===== src/rtl/dct_row_butterfly_pkg.sv =====
// Shared widths and types for the MJPEG DCT path, imported by the row
// butterfly and the distributed-arithmetic stages.
package mjpeg_dct_pkg;

  localparam int PIX_W       = 8;
  localparam int DCT_W       = 12;
  localparam int DCT_N       = 8;
  localparam int LEVEL_SHIFT = 128;
  localparam int SMP_W       = PIX_W + 1;
  localparam int CNT_W       = $clog2(DCT_N);

  typedef logic signed [DCT_W-1:0] dct_coef_t;
  typedef logic signed [SMP_W-1:0] dct_smp_t;

endpackage


===== src/rtl/dct_row_butterfly_if.sv =====
// Pixel stream in, butterfly operand bundle out, for the DCT row front end.
interface dct_row_butterfly_if;
  import mjpeg_dct_pkg::*;

  logic [PIX_W-1:0] pix_data;
  logic             pix_valid;
  logic             blk_sync;
  dct_coef_t        X0, X1, X2, X3;
  dct_coef_t        D0, D1, D2, D3;
  logic             DA_start;
  logic [CNT_W-1:0] row_idx;
  logic             blk_end;

  modport master (
    output pix_data, pix_valid, blk_sync,
    input  X0, X1, X2, X3, D0, D1, D2, D3, DA_start, row_idx, blk_end
  );

  modport slave (
    input  pix_data, pix_valid, blk_sync,
    output X0, X1, X2, X3, D0, D1, D2, D3, DA_start, row_idx, blk_end
  );

endinterface


===== src/rtl/dct_row_butterfly_bfly.sv =====
// Combinational 8-point butterfly: s_k = x_k + x_(7-k), d_k = x_k - x_(7-k),
// widened to the DCT operand width.
module bfly_addsub4
  import mjpeg_dct_pkg::*;
(
  input  dct_smp_t  x [DCT_N],
  output dct_coef_t s [DCT_N/2],
  output dct_coef_t d [DCT_N/2]
);

  function automatic dct_coef_t sext_op(input logic signed [SMP_W:0] v);
    return {{(DCT_W-SMP_W-1){v[SMP_W]}}, v};
  endfunction

  for (genvar k = 0; k < DCT_N/2; k++) begin : g_bf
    logic signed [SMP_W:0] a_w, b_w, sum_w, dif_w;

    // One guard bit is enough: |x| <= 128 so |x_a +/- x_b| <= 256.
    assign a_w   = {x[k][SMP_W-1], x[k]};
    assign b_w   = {x[DCT_N-1-k][SMP_W-1], x[DCT_N-1-k]};
    assign sum_w = a_w + b_w;
    assign dif_w = a_w - b_w;
    assign s[k]  = sext_op(sum_w);
    assign d[k]  = sext_op(dif_w);
  end

endmodule


===== src/rtl/dct_row_butterfly.sv =====
// Row collector for the 8-point DCT: level-shifts pixels, gathers 8 per row
// and presents registered butterfly sums/differences with a DA_start pulse.
module dct_row_butterfly
  import mjpeg_dct_pkg::*;
(
  input  logic                sys_clk,
  input  logic                sys_rst_n,
  dct_row_butterfly_if.slave  bus
);

  localparam logic [CNT_W-1:0] LAST_SMP = CNT_W'(DCT_N-1);

  function automatic dct_smp_t level_shift(input logic [PIX_W-1:0] p);
    return $signed({1'b0, p}) - dct_smp_t'(LEVEL_SHIFT);
  endfunction

  logic [CNT_W-1:0] cnt_smp_p0, row_cnt_p0;
  dct_smp_t         smp_p0 [DCT_N-1];
  dct_smp_t         x_in;
  dct_smp_t         vec [DCT_N];
  dct_coef_t        s_w [DCT_N/2];
  dct_coef_t        d_w [DCT_N/2];
  logic             upd;
  logic             wr_en;
  logic [CNT_W-1:0] wr_idx;

  dct_coef_t        x_p1 [DCT_N/2];
  dct_coef_t        d_p1 [DCT_N/2];
  logic             vld_p1;
  logic             end_p1;
  logic [CNT_W-1:0] row_p1;

  assign x_in   = level_shift(bus.pix_data);
  // A resync beats a row completion, so the 8th sample never updates then.
  assign upd    = bus.pix_valid && !bus.blk_sync && (cnt_smp_p0 == LAST_SMP);
  assign wr_en  = bus.pix_valid && (bus.blk_sync || (cnt_smp_p0 != LAST_SMP));
  assign wr_idx = bus.blk_sync ? '0 : cnt_smp_p0;

  always_comb begin
    for (int i = 0; i < DCT_N-1; i++) vec[i] = smp_p0[i];
    vec[DCT_N-1] = x_in;
  end

  bfly_addsub4 u_bfly (
    .x (vec),
    .s (s_w),
    .d (d_w)
  );

  // p0: sample collection and counters
  always_ff @(posedge sys_clk or negedge sys_rst_n) begin
    if (!sys_rst_n) begin
      cnt_smp_p0 <= '0;
      row_cnt_p0 <= '0;
      for (int i = 0; i < DCT_N-1; i++) smp_p0[i] <= '0;
    end else begin
      if (bus.blk_sync) begin
        cnt_smp_p0 <= bus.pix_valid ? CNT_W'(1) : '0;
        row_cnt_p0 <= '0;
      end else if (bus.pix_valid) begin
        cnt_smp_p0 <= cnt_smp_p0 + 1'b1;
        if (upd) row_cnt_p0 <= row_cnt_p0 + 1'b1;
      end
      for (int i = 0; i < DCT_N-1; i++)
        if (wr_en && (wr_idx == CNT_W'(i))) smp_p0[i] <= x_in;
    end
  end

  // p1: held butterfly operands and row pulses
  always_ff @(posedge sys_clk or negedge sys_rst_n) begin
    if (!sys_rst_n) begin
      vld_p1 <= 1'b0;
      end_p1 <= 1'b0;
      row_p1 <= '0;
      for (int k = 0; k < DCT_N/2; k++) begin
        x_p1[k] <= '0;
        d_p1[k] <= '0;
      end
    end else begin
      vld_p1 <= upd;
      end_p1 <= upd && (row_cnt_p0 == LAST_SMP);
      if (upd) begin
        row_p1 <= row_cnt_p0;
        for (int k = 0; k < DCT_N/2; k++) begin
          x_p1[k] <= s_w[k];
          d_p1[k] <= d_w[k];
        end
      end
    end
  end

  assign bus.X0       = x_p1[0];
  assign bus.X1       = x_p1[1];
  assign bus.X2       = x_p1[2];
  assign bus.X3       = x_p1[3];
  assign bus.D0       = d_p1[0];
  assign bus.D1       = d_p1[1];
  assign bus.D2       = d_p1[2];
  assign bus.D3       = d_p1[3];
  assign bus.DA_start = vld_p1;
  assign bus.row_idx  = row_p1;
  assign bus.blk_end  = end_p1;

endmodule


===== src/flat_wrapper.sv =====
// flat-port wrapper written by rule: the top's interface ports become plain ports
module dct_row_butterfly_flat import mjpeg_dct_pkg::*;
  (sys_clk, sys_rst_n, bus_pix_data, bus_pix_valid, bus_blk_sync, bus_X0, bus_X1, bus_X2, bus_X3, bus_D0, bus_D1, bus_D2, bus_D3, bus_DA_start, bus_row_idx, bus_blk_end);
  dct_row_butterfly_if bus_i ();
  input  logic sys_clk;
  input  logic sys_rst_n;
  input wire logic [$bits(bus_i.pix_data)-1:0] bus_pix_data;
  input wire logic [$bits(bus_i.pix_valid)-1:0] bus_pix_valid;
  input wire logic [$bits(bus_i.blk_sync)-1:0] bus_blk_sync;
  output wire logic [$bits(bus_i.X0)-1:0] bus_X0;
  output wire logic [$bits(bus_i.X1)-1:0] bus_X1;
  output wire logic [$bits(bus_i.X2)-1:0] bus_X2;
  output wire logic [$bits(bus_i.X3)-1:0] bus_X3;
  output wire logic [$bits(bus_i.D0)-1:0] bus_D0;
  output wire logic [$bits(bus_i.D1)-1:0] bus_D1;
  output wire logic [$bits(bus_i.D2)-1:0] bus_D2;
  output wire logic [$bits(bus_i.D3)-1:0] bus_D3;
  output wire logic [$bits(bus_i.DA_start)-1:0] bus_DA_start;
  output wire logic [$bits(bus_i.row_idx)-1:0] bus_row_idx;
  output wire logic [$bits(bus_i.blk_end)-1:0] bus_blk_end;
  assign bus_i.pix_data = bus_pix_data;
  assign bus_i.pix_valid = bus_pix_valid;
  assign bus_i.blk_sync = bus_blk_sync;
  assign bus_X0 = bus_i.X0;
  assign bus_X1 = bus_i.X1;
  assign bus_X2 = bus_i.X2;
  assign bus_X3 = bus_i.X3;
  assign bus_D0 = bus_i.D0;
  assign bus_D1 = bus_i.D1;
  assign bus_D2 = bus_i.D2;
  assign bus_D3 = bus_i.D3;
  assign bus_DA_start = bus_i.DA_start;
  assign bus_row_idx = bus_i.row_idx;
  assign bus_blk_end = bus_i.blk_end;
  dct_row_butterfly u_core (.sys_clk(sys_clk), .sys_rst_n(sys_rst_n), .bus(bus_i));
endmodule

===== config.mk =====
export PLATFORM = sky130hd
export DESIGN_NAME = dct_row_butterfly_flat
export DESIGN_NICKNAME = d
export VERILOG_FILES = /design/src/rtl/dct_row_butterfly_pkg.sv /design/src/rtl/dct_row_butterfly_if.sv /design/src/rtl/dct_row_butterfly_bfly.sv /design/src/rtl/dct_row_butterfly.sv /design/src/flat_wrapper.sv
export SDC_FILE = /design/constraint.sdc
export NUM_CORES = 1
export LEC_CHECK = 0
export ABC_AREA = 1
export CORE_MARGIN = 3
export CORE_UTILIZATION = 40
export CTS_CLUSTER_DIAMETER = 120
export CTS_CLUSTER_SIZE = 24
export DETAILED_ROUTE_END_ITERATION = 6
export PLACE_DENSITY = 0.61
export RECOVER_POWER = 25
export SLEW_MARGIN = 40
export SYNTH_ARGS = -nofsm -noshare
export SYNTH_HDL_FRONTEND = slang
export SYNTH_SLANG_ARGS = --single-unit

===== constraint.sdc =====
create_clock -name sys_clk -period 2.4 [get_ports sys_clk]
set_clock_uncertainty 0.05 [all_clocks]
set_input_delay 0.36 -clock sys_clk [delete_from_list [all_inputs] [get_ports sys_clk]]
set_output_delay 0.36 -clock sys_clk [all_outputs]
set_load 0.05 [all_outputs]

==> impl_metrics.json, run 1 <==
{
  "cts-resized-gates": 0,
  "start_kind": "flip-flop",
  "ys_ff_latch": 143,
  "die_h_um": 153,
  "first_global_vias": 6958,
  "vias": 7176,
  "drc": 0,
  "crit_required_ns": 1.99,
  "worstPathCellList": "clkdlybuf4s50_1",
  "dieArea_um2": 23400,
  "yosysSeqAreaShare_pct": 41.5,
  "core_um2": 21100,
  "synth_nets": 1224,
  "worst-path-buf-inv": 1,
  "ir_drop_mv": 0.531,
  "initial_utilization_pct": 40.9,
  "fin_crit_ns": 2.09,
  "postCtsSetupRepairBufs": 0,
  "max_freq_mhz": 480,
  "drive_gt1_share_pct": 5.32,
  "final_hold_viol_count": 0,
  "synth-main-ff-cell": "dfrtp_1",
  "fp-row-count": 53,
  "power_density_nw_per_um2": 1080,
  "antenna_found_initial": 0,
  "fin_nets": 1316,
  "grt_usage_pct": 17.6,
  "gp_congestion": 0.871,
  "tightest_slew_ns": 1.32,
  "rsz0062_at_grt": "no",
  "finalSetupViolations": 0,
  "drv_slew": 0,
  "slew_headroom_pct": 11.8,
  "leakage_nw": 5.52,
  "ant_nets": 0,
  "min_path_type": "flip-flop to flip-flop",
  "cts_tree": "done",
  "die_x_um": 153,
  "drt-initial-drc-count": 363,
  "critical_path_class": "flip-flop to output pin",
  "ys_types": 26,
  "placed_cells": 1483,
  "synthesis.area_um2": 8630,
  "root_buffer": "clkbuf_16",
  "drt_wl_total_mm": 20.0,
  "final_cells": 1516,
  "path_clk_slew_ns": 0.06,
  "period_share_pct": 86.9,
  "drt_first_pass_iters": 5,
  "path_delay_family": "buffers and inverters",
  "cp_max_fo": 4,
  "num_io_pins": 113,
  "wl_per_cell_um": 13.2,
  "viasPerCell": 4.73,
  "worstPathArrival_ns": 1.68,
  "cap_viol_max_count": 0,
  "grt_overflow_total": 0,
  "synth_edf_count": 0,
  "cts_sinks": 143,
  "clkLatencyLatePin_ns": 0.43,
  "n_fill_cell": 2049,
  "htree_num_levels": 4,
  "io_buffers": 112,
  "cts-buffers-inserted": 17,
  "hold-worst-slack_ns": 0.421,
  "clk_path_buf_depth": 2,
  "async_flop_share_pct": 100,
  "crit_path_end_kind": "output pin",
  "status": "finished clean",
  "synth_area_per_cell_um2": 7.60,
  "cpMaxStageDelayCell": "clkdlybuf4s50_1",
  "max_stage_delay_ns": 0.84,
  "finalSetupTns_ns": 0,
  "ys_warn_count": 0,
  "grt_pass1_wl_mm": 34.1,
  "syn2layout_area_growth_pct": 23.2,
  "antenna_cells": 0,
  "grt_start_max_net_pins": 74,
  "postSynthCellCount": 1136,
  "fin_util_pct": 50.4,
  "place_hpwl_mm": 14.8
}
[cells in the final DEF, fill, tap and decap left out]
| cell | count |
|---|---|
| nand2_1 | 397 |
| dfrtp_1 | 143 |
| inv_1 | 130 |
| clkdlybuf4s50_1 | 111 |
| nand3_1 | 76 |
| ha_1 | 68 |
| o21ai_0 | 61 |
| nor2_1 | 61 |
| o21ai_1 | 48 |
| a21oi_1 | 36 |
| xor2_1 | 17 |
| clkbuf_16 | 17 |
| buf_4 | 16 |
| fa_1 | 8 |
| bufinv_16 | 7 |
| nand4_1 | 6 |
| xnor2_1 | 6 |
| nor3_1 | 5 |
| nand2_2 | 3 |
| nand3_2 | 2 |
| inv_2 | 2 |
| nor3_4 | 2 |
| clkinv_2 | 2 |
| clkinv_4 | 2 |
| clkinvlp_4 | 2 |
| clkbuf_2 | 2 |
| buf_12 | 2 |
| nand4_2 | 1 |
| inv_4 | 1 |
| o21ai_2 | 1 |
| nor2_4 | 1 |
| nor2_2 | 1 |
| o21bai_1 | 1 |
| clkbuf_8 | 1 |
| inv_6 | 1 |
| dlygate4sd3_1 | 1 |
[worst register-to-register path, delay by kind of cell (launching register included)]
kind / cells / cell delay (ns)
flip-flops: 1 / 0.44
buffers and inverters: 3 / 0.72
adder cells (fa/ha/maj): 2 / 0.40
AO/OA/AOI/OAI: 1 / 0.16
AND/OR/NAND/NOR: 2 / 0.21
[timing repair]
action	CTS	global route
endpoints found under the hold margin	46	0
hold buffers	1	0
endpoints found under the setup margin	0	0
[logic make-up (layout without fill, tap and decap cells)]
group | after synthesis | count (layout) | synth area share [%]
adders and majority gates | 76 | 76 | 11.7
xor gates and xnor gates | 23 | 23 | 2.33
AOI/OAI and AO/OA | 147 | 147 | 8.60
DFF | 143 | 143 | 41.5
and+or+nand+nor | 555 | 555 | 26.3
buffers and inverters | 192 | 297 | 9.63
[per-stage QoR]
stage | setup WS [ns] | power [mW] | area [um2]
global placement | 0.0677 | 8.39 | 9930
CTS | 0.277 | 11.6 | 10600
floorplan | 0.638 | 7.05 | 8630
detailed placement | 0.0231 | 8.43 | 9930
global route | 0.134 | 12.4 | 10600
finish | 0.315 | 11.5 | 10600
[layout make-up]
cell class / instances / area [um2] / share of cell area (%)
Multi-Input combinational cell: 801 / 4220 / 39.7
Sequential cell: 143 / 3580 / 33.7
Timing Repair Buffer: 132 / 1290 / 12.1
Inverter: 133 / 502 / 4.72
Clock buffer: 18 / 439 / 4.13
Tap cell: 275 / 344 / 3.24
Clock inverter: 14 / 262 / 2.46
[metal layers]
metal	global-route usage, %	up-vias	part of all wire [%]
li1	-	3732	-
met1	25.1	3314	51
met2	27.8	120	45
met3	3.45	10	3.3
met4	4.37	0	0.75
met5	0	-	0
[registers in the layout, summed over array words and instances, names as in the netlist]
| name | cells |
|---|---|
| u_core.bus.D2 | 10 |
| u_core.bus.D1 | 10 |
| u_core.bus.X0 | 9 |
| u_core.bus.D3 | 10 |
| u_core.bus.blk_end | 1 |
| u_core.bus.DA_start | 1 |
| u_core.bus.X2 | 9 |
| u_core.row_cnt_p0 | 3 |
| u_core.smp_p0 | 56 |
| u_core.bus.row_idx | 3 |
| u_core.bus.X3 | 9 |
| u_core.bus.D0 | 10 |
| u_core.cnt_smp_p0 | 3 |
| u_core.bus.X1 | 9 |
[Yosys cell counts, drive strengths merged (8+ instances only)]
master,number,area [um2]
buf,46,283
nand2,400,1510
clkbuf,13,48.8
inv,133,499
dfrtp,143,3580
fa,8,160
xor2,17,149
o21ai,110,554
ha,68,851
nor2,63,249
a21oi,36,180
nand3,78,400
[where the power goes]
| part | switching [mW] | internal, mW | total, mW |
|---|---|---|---|
| registers | 0.403 | 2.89 | 3.30 |
| clock network | 1.06 | 2.08 | 3.14 |
| logic | 3.36 | 1.73 | 5.08 |
[worst paths after layout]
check | startpoint | endpoint | slack (ns) | cells after the start
worst max-delay path | u_core.bus.X1[9] | bus_X1[11] | 0.31 | 1
worst min-delay path | u_core.bus.D2[1] | u_core.bus.D2[1] | 0.42 | 2
worst max register to register | u_core.cnt_smp_p0[0] | u_core.row_cnt_p0[2] | 0.34 | 8
worst min register to register | u_core.bus.D2[1] | u_core.bus.D2[1] | 0.42 | 2
max in group asynchronous | sys_rst_n | u_core.smp_p0[25] | 0.50 | 3
min in group asynchronous | sys_rst_n | u_core.bus.D2[8] | 0.72 | 2
No activity file was read; power rests on OpenSTA's default activity.
==> inputs of run 2 (changes only) <==
CAP_MARGIN = 20   (was not set)
CORE_MARGIN = 1   (was 3)
==> impl_metrics.json, run 2 (same netlist as run 1, synthesis figures left out) <==
{
  "worst_r2r_endpoint": "u_core.smp_p0[27]",
  "cts_sinks": 143,
  "start_kind": "flip-flop",
  "wl_per_cell_um": 13.0,
  "path_delay_family": "buffers and inverters",
  "status": "finished clean",
  "drt_first_pass_iters": 5,
  "rr_worst_depth": 7,
  "initial_utilization_pct": 40.9,
  "clkLatencyLatePin_ns": 0.42,
  "period_share_pct": 86.2,
  "max_stage_delay_ns": 0.83,
  "cap_viol_max_count": 0,
  "layout_setup_ws_ns": 0.332,
  "cts-buffers-inserted": 17,
  "grt_start_max_net_pins": 66,
  "die_x_um": 149,
  "min_path_type": "flip-flop to flip-flop",
  "rsz0062_at_grt": "no",
  "viasPerCell": 4.75,
  "power_density_nw_per_um2": 1070,
  "worst-path-buf-inv": 1,
  "place_hpwl_mm": 14.7,
  "fin_crit_ns": 2.07,
  "ir_drop_mv": 0.514,
  "cp_max_fo": 4,
  "syn2layout_area_growth_pct": 23.2,
  "largest_reg_flops": 56,
  "critical_path_class": "flip-flop to output pin",
  "worstPathCellList": "clkdlybuf4s50_1",
  "gp_congestion": 0.884,
  "root_buffer": "clkbuf_16",
  "dieArea_um2": 22200,
  "leakage_nw": 5.52,
  "mostFrequentLayoutCells": "nand2_1 (397), dfrtp_1 (143), inv_1 (130)",
  "die_h_um": 149,
  "htree_num_levels": 4,
  "finalSetupViolations": 0,
  "crit_required_ns": 1.99,
  "path_clk_slew_ns": 0.06,
  "final_common_cell": "nand2_1",
  "grt_overflow_total": 0,
  "r2r_start": "u_core.cnt_smp_p0[0]",
  "crit_path_end": "bus_X0[10]",
  "first_global_vias": 6751,
  "drv_slew": 0,
  "r2r_slack_ns": 0.42,
  "vias": 7194,
  "io_buffers": 112,
  "cts_tree": "done",
  "cpMaxStageDelayCell": "clkdlybuf4s50_1",
  "clk_path_buf_depth": 2,
  "ant_nets": 0,
  "drc": 0,
  "finalSetupTns_ns": 0,
  "max_freq_mhz": 484,
  "antenna_cells": 0,
  "critPathLaunch": "u_core.bus.X0[9]",
  "fp-row-count": 53,
  "crit_path_end_kind": "output pin",
  "antenna_found_initial": 0,
  "worstSetupPathDepth": 1,
  "grt_usage_pct": 19.0,
  "drive_gt1_share_pct": 5.32,
  "fin_nets": 1316,
  "grt_pass1_wl_mm": 33.4,
  "final_hold_viol_count": 0,
  "worstPathArrival_ns": 1.66,
  "slew_headroom_pct": 12.9,
  "drt-initial-drc-count": 345,
  "core_um2": 21100,
  "num_io_pins": 113,
  "drt_wl_total_mm": 19.8,
  "largest-register": "u_core.smp_p0",
  "cts-resized-gates": 0,
  "pre_cts_ws_ns": 0.0308,
  "tightest_slew_ns": 1.31
}
==> run 2: cell count changes in the layout (fill, tap and decap cells not counted) <==
cell       previous run  this run
clkinv_4              2         4
clkbuf_1              0         1
nor2_2                1         2
buf_4                16        15
clkbuf_2              2         1
clkbuf_8              1         0
bufinv_16             7         6
buf_12                2         4
nor2_1               61        60
inv_6                 1         0
==> run 2: area by class of cell <==
class	count	area (um2)
Multi-Input combinational cell	801	4220
Clock inverter	14	240
Fill cell	2058	10500
Clock buffer	18	429
Inverter	133	502
Sequential cell	143	3580
Tap cell	275	344
Timing Repair Buffer	132	1320
==> run 2: how the worst min path moves through the flow <==
stage | to | slack [ns] | cells after the start | start
finish | u_core.bus.D2[1] | 0.42 | 2 | u_core.bus.D2[1]
global route | u_core.bus.D2[7] | 0.45 | 2 | u_core.bus.D2[7]
CTS | u_core.bus.D1[1] | 0.40 | 2 | sys_rst_n
detailed placement | u_core.bus.D1[1] | 0.29 | 1 | sys_rst_n
global placement | u_core.bus.D1[1] | 0.29 | 1 | sys_rst_n
floorplan | u_core.bus.D0[0] | 0.01 | 0 | sys_rst_n
==> run 2: timing repair <==
item                                   CTS  global route
buffers inserted                         0             0
endpoints found under the hold margin   48             0
hold buffers                             1             0
==> run 2: metrics by stage <==
stage	std cells	hold slack, ns	util, %	power (mW)	instance area (um2)
CTS	1516	0.399	50.5	11.5	10600
detailed placement	1483	0.289	47.2	8.42	9960
floorplan	1136	0.0144	-	7.05	8630
global route	1516	0.448	50.4	12.2	10600
finish	1516	0.418	50.4	11.4	10600
global placement	1483	0.287	47.2	8.36	9960
==> run 2: layer usage <==
metal	vias to the layer above	global-route usage, %	share of wire [%]
met5	-	0	0
li1	3741	-	-
met4	0	6.73	1.7
met1	3276	26.6	49
met2	151	29.4	45
met3	26	3.33	4.3
==> run 2: power by group <==
group / internal (mW) / switching, mW
clock network: 1.95 / 1.03
registers: 2.90 / 0.401
logic: 1.73 / 3.36
==> inputs of run 3 (changes only) <==
PLACE_DENSITY = 0.6   (was 0.61)
==> impl_metrics.json, run 3 (same netlist as run 1, synthesis figures left out) <==
{
  "status": "finished clean",
  "fin_nets": 1317,
  "vias": 7156,
  "clk_path_buf_depth": 2,
  "start_kind": "flip-flop",
  "mostFrequentLayoutCells": "nand2_1 (397), dfrtp_1 (143), inv_1 (130)",
  "worstPathArrival_ns": 1.66,
  "place_hpwl_mm": 14.6,
  "path_clk_slew_ns": 0.06,
  "cp_max_fo": 4,
  "worstSetupPathDepth": 1,
  "min_delay_path_depth": 2,
  "p_comb_share_pct": 45.8,
  "drv_slew": 0,
  "cts_sinks": 143,
  "hold-worst-slack_ns": 0.415,
  "pwr-share-seq_pct": 29.6,
  "min_path_type": "flip-flop to flip-flop",
  "cts_tree": "done",
  "max_stage_delay_ns": 0.83,
  "root_buffer": "clkbuf_16",
  "gp_congestion": 0.847,
  "leakage_nw": 5.50,
  "num_io_pins": 113,
  "die_h_um": 149,
  "period_share_pct": 86.3,
  "drt-initial-drc-count": 389,
  "cpMaxStageDelayCell": "clkdlybuf4s50_1",
  "final_hold_viol_count": 0,
  "fin_crit_ns": 2.07,
  "postCtsSetupRepairBufs": 0,
  "fp-row-count": 53,
  "core_um2": 21100,
  "drt_wl_total_mm": 19.8,
  "drt_first_pass_iters": 5,
  "cap_viol_max_count": 0,
  "largest-register": "u_core.smp_p0",
  "p_int_mw": 6.38,
  "critical_path_class": "flip-flop to output pin",
  "max_freq_mhz": 483,
  "p_sw_mw": 4.73,
  "worst-path-buf-inv": 1,
  "htree_num_levels": 4,
  "crit_path_end_kind": "output pin",
  "finalSetupViolations": 0,
  "rsz0062_at_grt": "no",
  "clkPwrFrac_pct": 24.6,
  "final_common_cell": "nand2_1",
  "antenna_found_initial": 0,
  "clkLatencyLatePin_ns": 0.42,
  "grt_start_max_net_pins": 60,
  "io_buffers": 112,
  "crit_required_ns": 1.99,
  "grt_overflow_total": 0,
  "initial_utilization_pct": 40.9,
  "drc": 0,
  "drive_gt1_share_pct": 5.08,
  "fin_util_pct": 50.1,
  "viasPerCell": 4.72,
  "dieArea_um2": 22200,
  "path_delay_family": "buffers and inverters",
  "first_global_vias": 6832,
  "cts-buffers-inserted": 17,
  "worstPathCellList": "clkdlybuf4s50_1",
  "dpl_cell_area_um2": 9970,
  "wl_per_cell_um": 13.1,
  "final_area_um2": 10600,
  "power_density_nw_per_um2": 1050,
  "hold_buffers": 1,
  "syn2layout_area_growth_pct": 22.5,
  "tightest_slew_ns": 1.10,
  "largest_reg_flops": 56,
  "slew_headroom_pct": 26.4,
  "swShare_pct": 42.6,
  "antenna_cells": 0,
  "die_x_um": 149,
  "rr_worst_depth": 8,
  "ir_drop_mv": 0.567,
  "grt_pass1_wl_mm": 34.0,
  "cts-resized-gates": 0,
  "ant_nets": 0,
  "finalSetupTns_ns": 0,
  "grt_usage_pct": 19.4
}
## run 3: cell count changes in the layout (fill, tap and decap cells not counted), moves of 2 or more
cell and change:
bufinv_16 -3, clkbuf_8 +5, clkinv_4 -4, clkinvlp_4 -2
## run 3: stage by stage
stage	instances	power [mW]	setup slack (ns)
after floorplan	1136	7.05	0.638
after global placement	1484	8.37	0.0644
after detailed placement	1484	8.42	0.0393
after CTS	1515	11.2	0.296
after global routing	1515	12.0	0.183
final	1515	11.1	0.328
## run 3: final cells by class
cell class | instances | area (um2)
clock buffer | 24 | 502
clock inverter | 6 | 105
fill | 2106 | 10500
inverter | 133 | 502
multi-input combinational | 801 | 4220
sequential | 143 | 3580
tap | 275 | 344
timing repair buffer | 133 | 1330
## run 3: power by group through the flow
stage                     registers (mW)  logic, mW  clock network, mW
final                               3.29       5.09               2.73
after global routing                3.37       5.73               2.91
after CTS                           3.30       5.11               2.79
after detailed placement            3.33       5.09                  0
after global placement              3.32       5.06                  0
after floorplan                     4.07       2.98                  0
## run 3: path summary, 6_finish.rpt
check / endpoint / slack [ns] / from
setup / recovery: bus_X1[9] / 0.33 / u_core.bus.X1[9]
hold / removal: u_core.bus.D3[1] / 0.42 / u_core.bus.D3[1]
setup reg to reg: u_core.smp_p0[9] / 0.40 / u_core.cnt_smp_p0[0]
hold reg to reg: u_core.bus.D3[1] / 0.42 / u_core.bus.D3[1]
max in group asynchronous: u_core.bus.DA_start / 0.77 / sys_rst_n
min in group asynchronous: u_core.bus.D2[8] / 0.63 / sys_rst_n
## run 3: layer usage
layer / up-vias / share of wire (%) / track usage [%]
met4: 0 / 1.4 / 5.77
met2: 130 / 44 / 29.3
met3: 19 / 3.7 / 3.70
met5: - / 0 / 0
met1: 3283 / 51 / 27.9
li1: 3724 / - / -
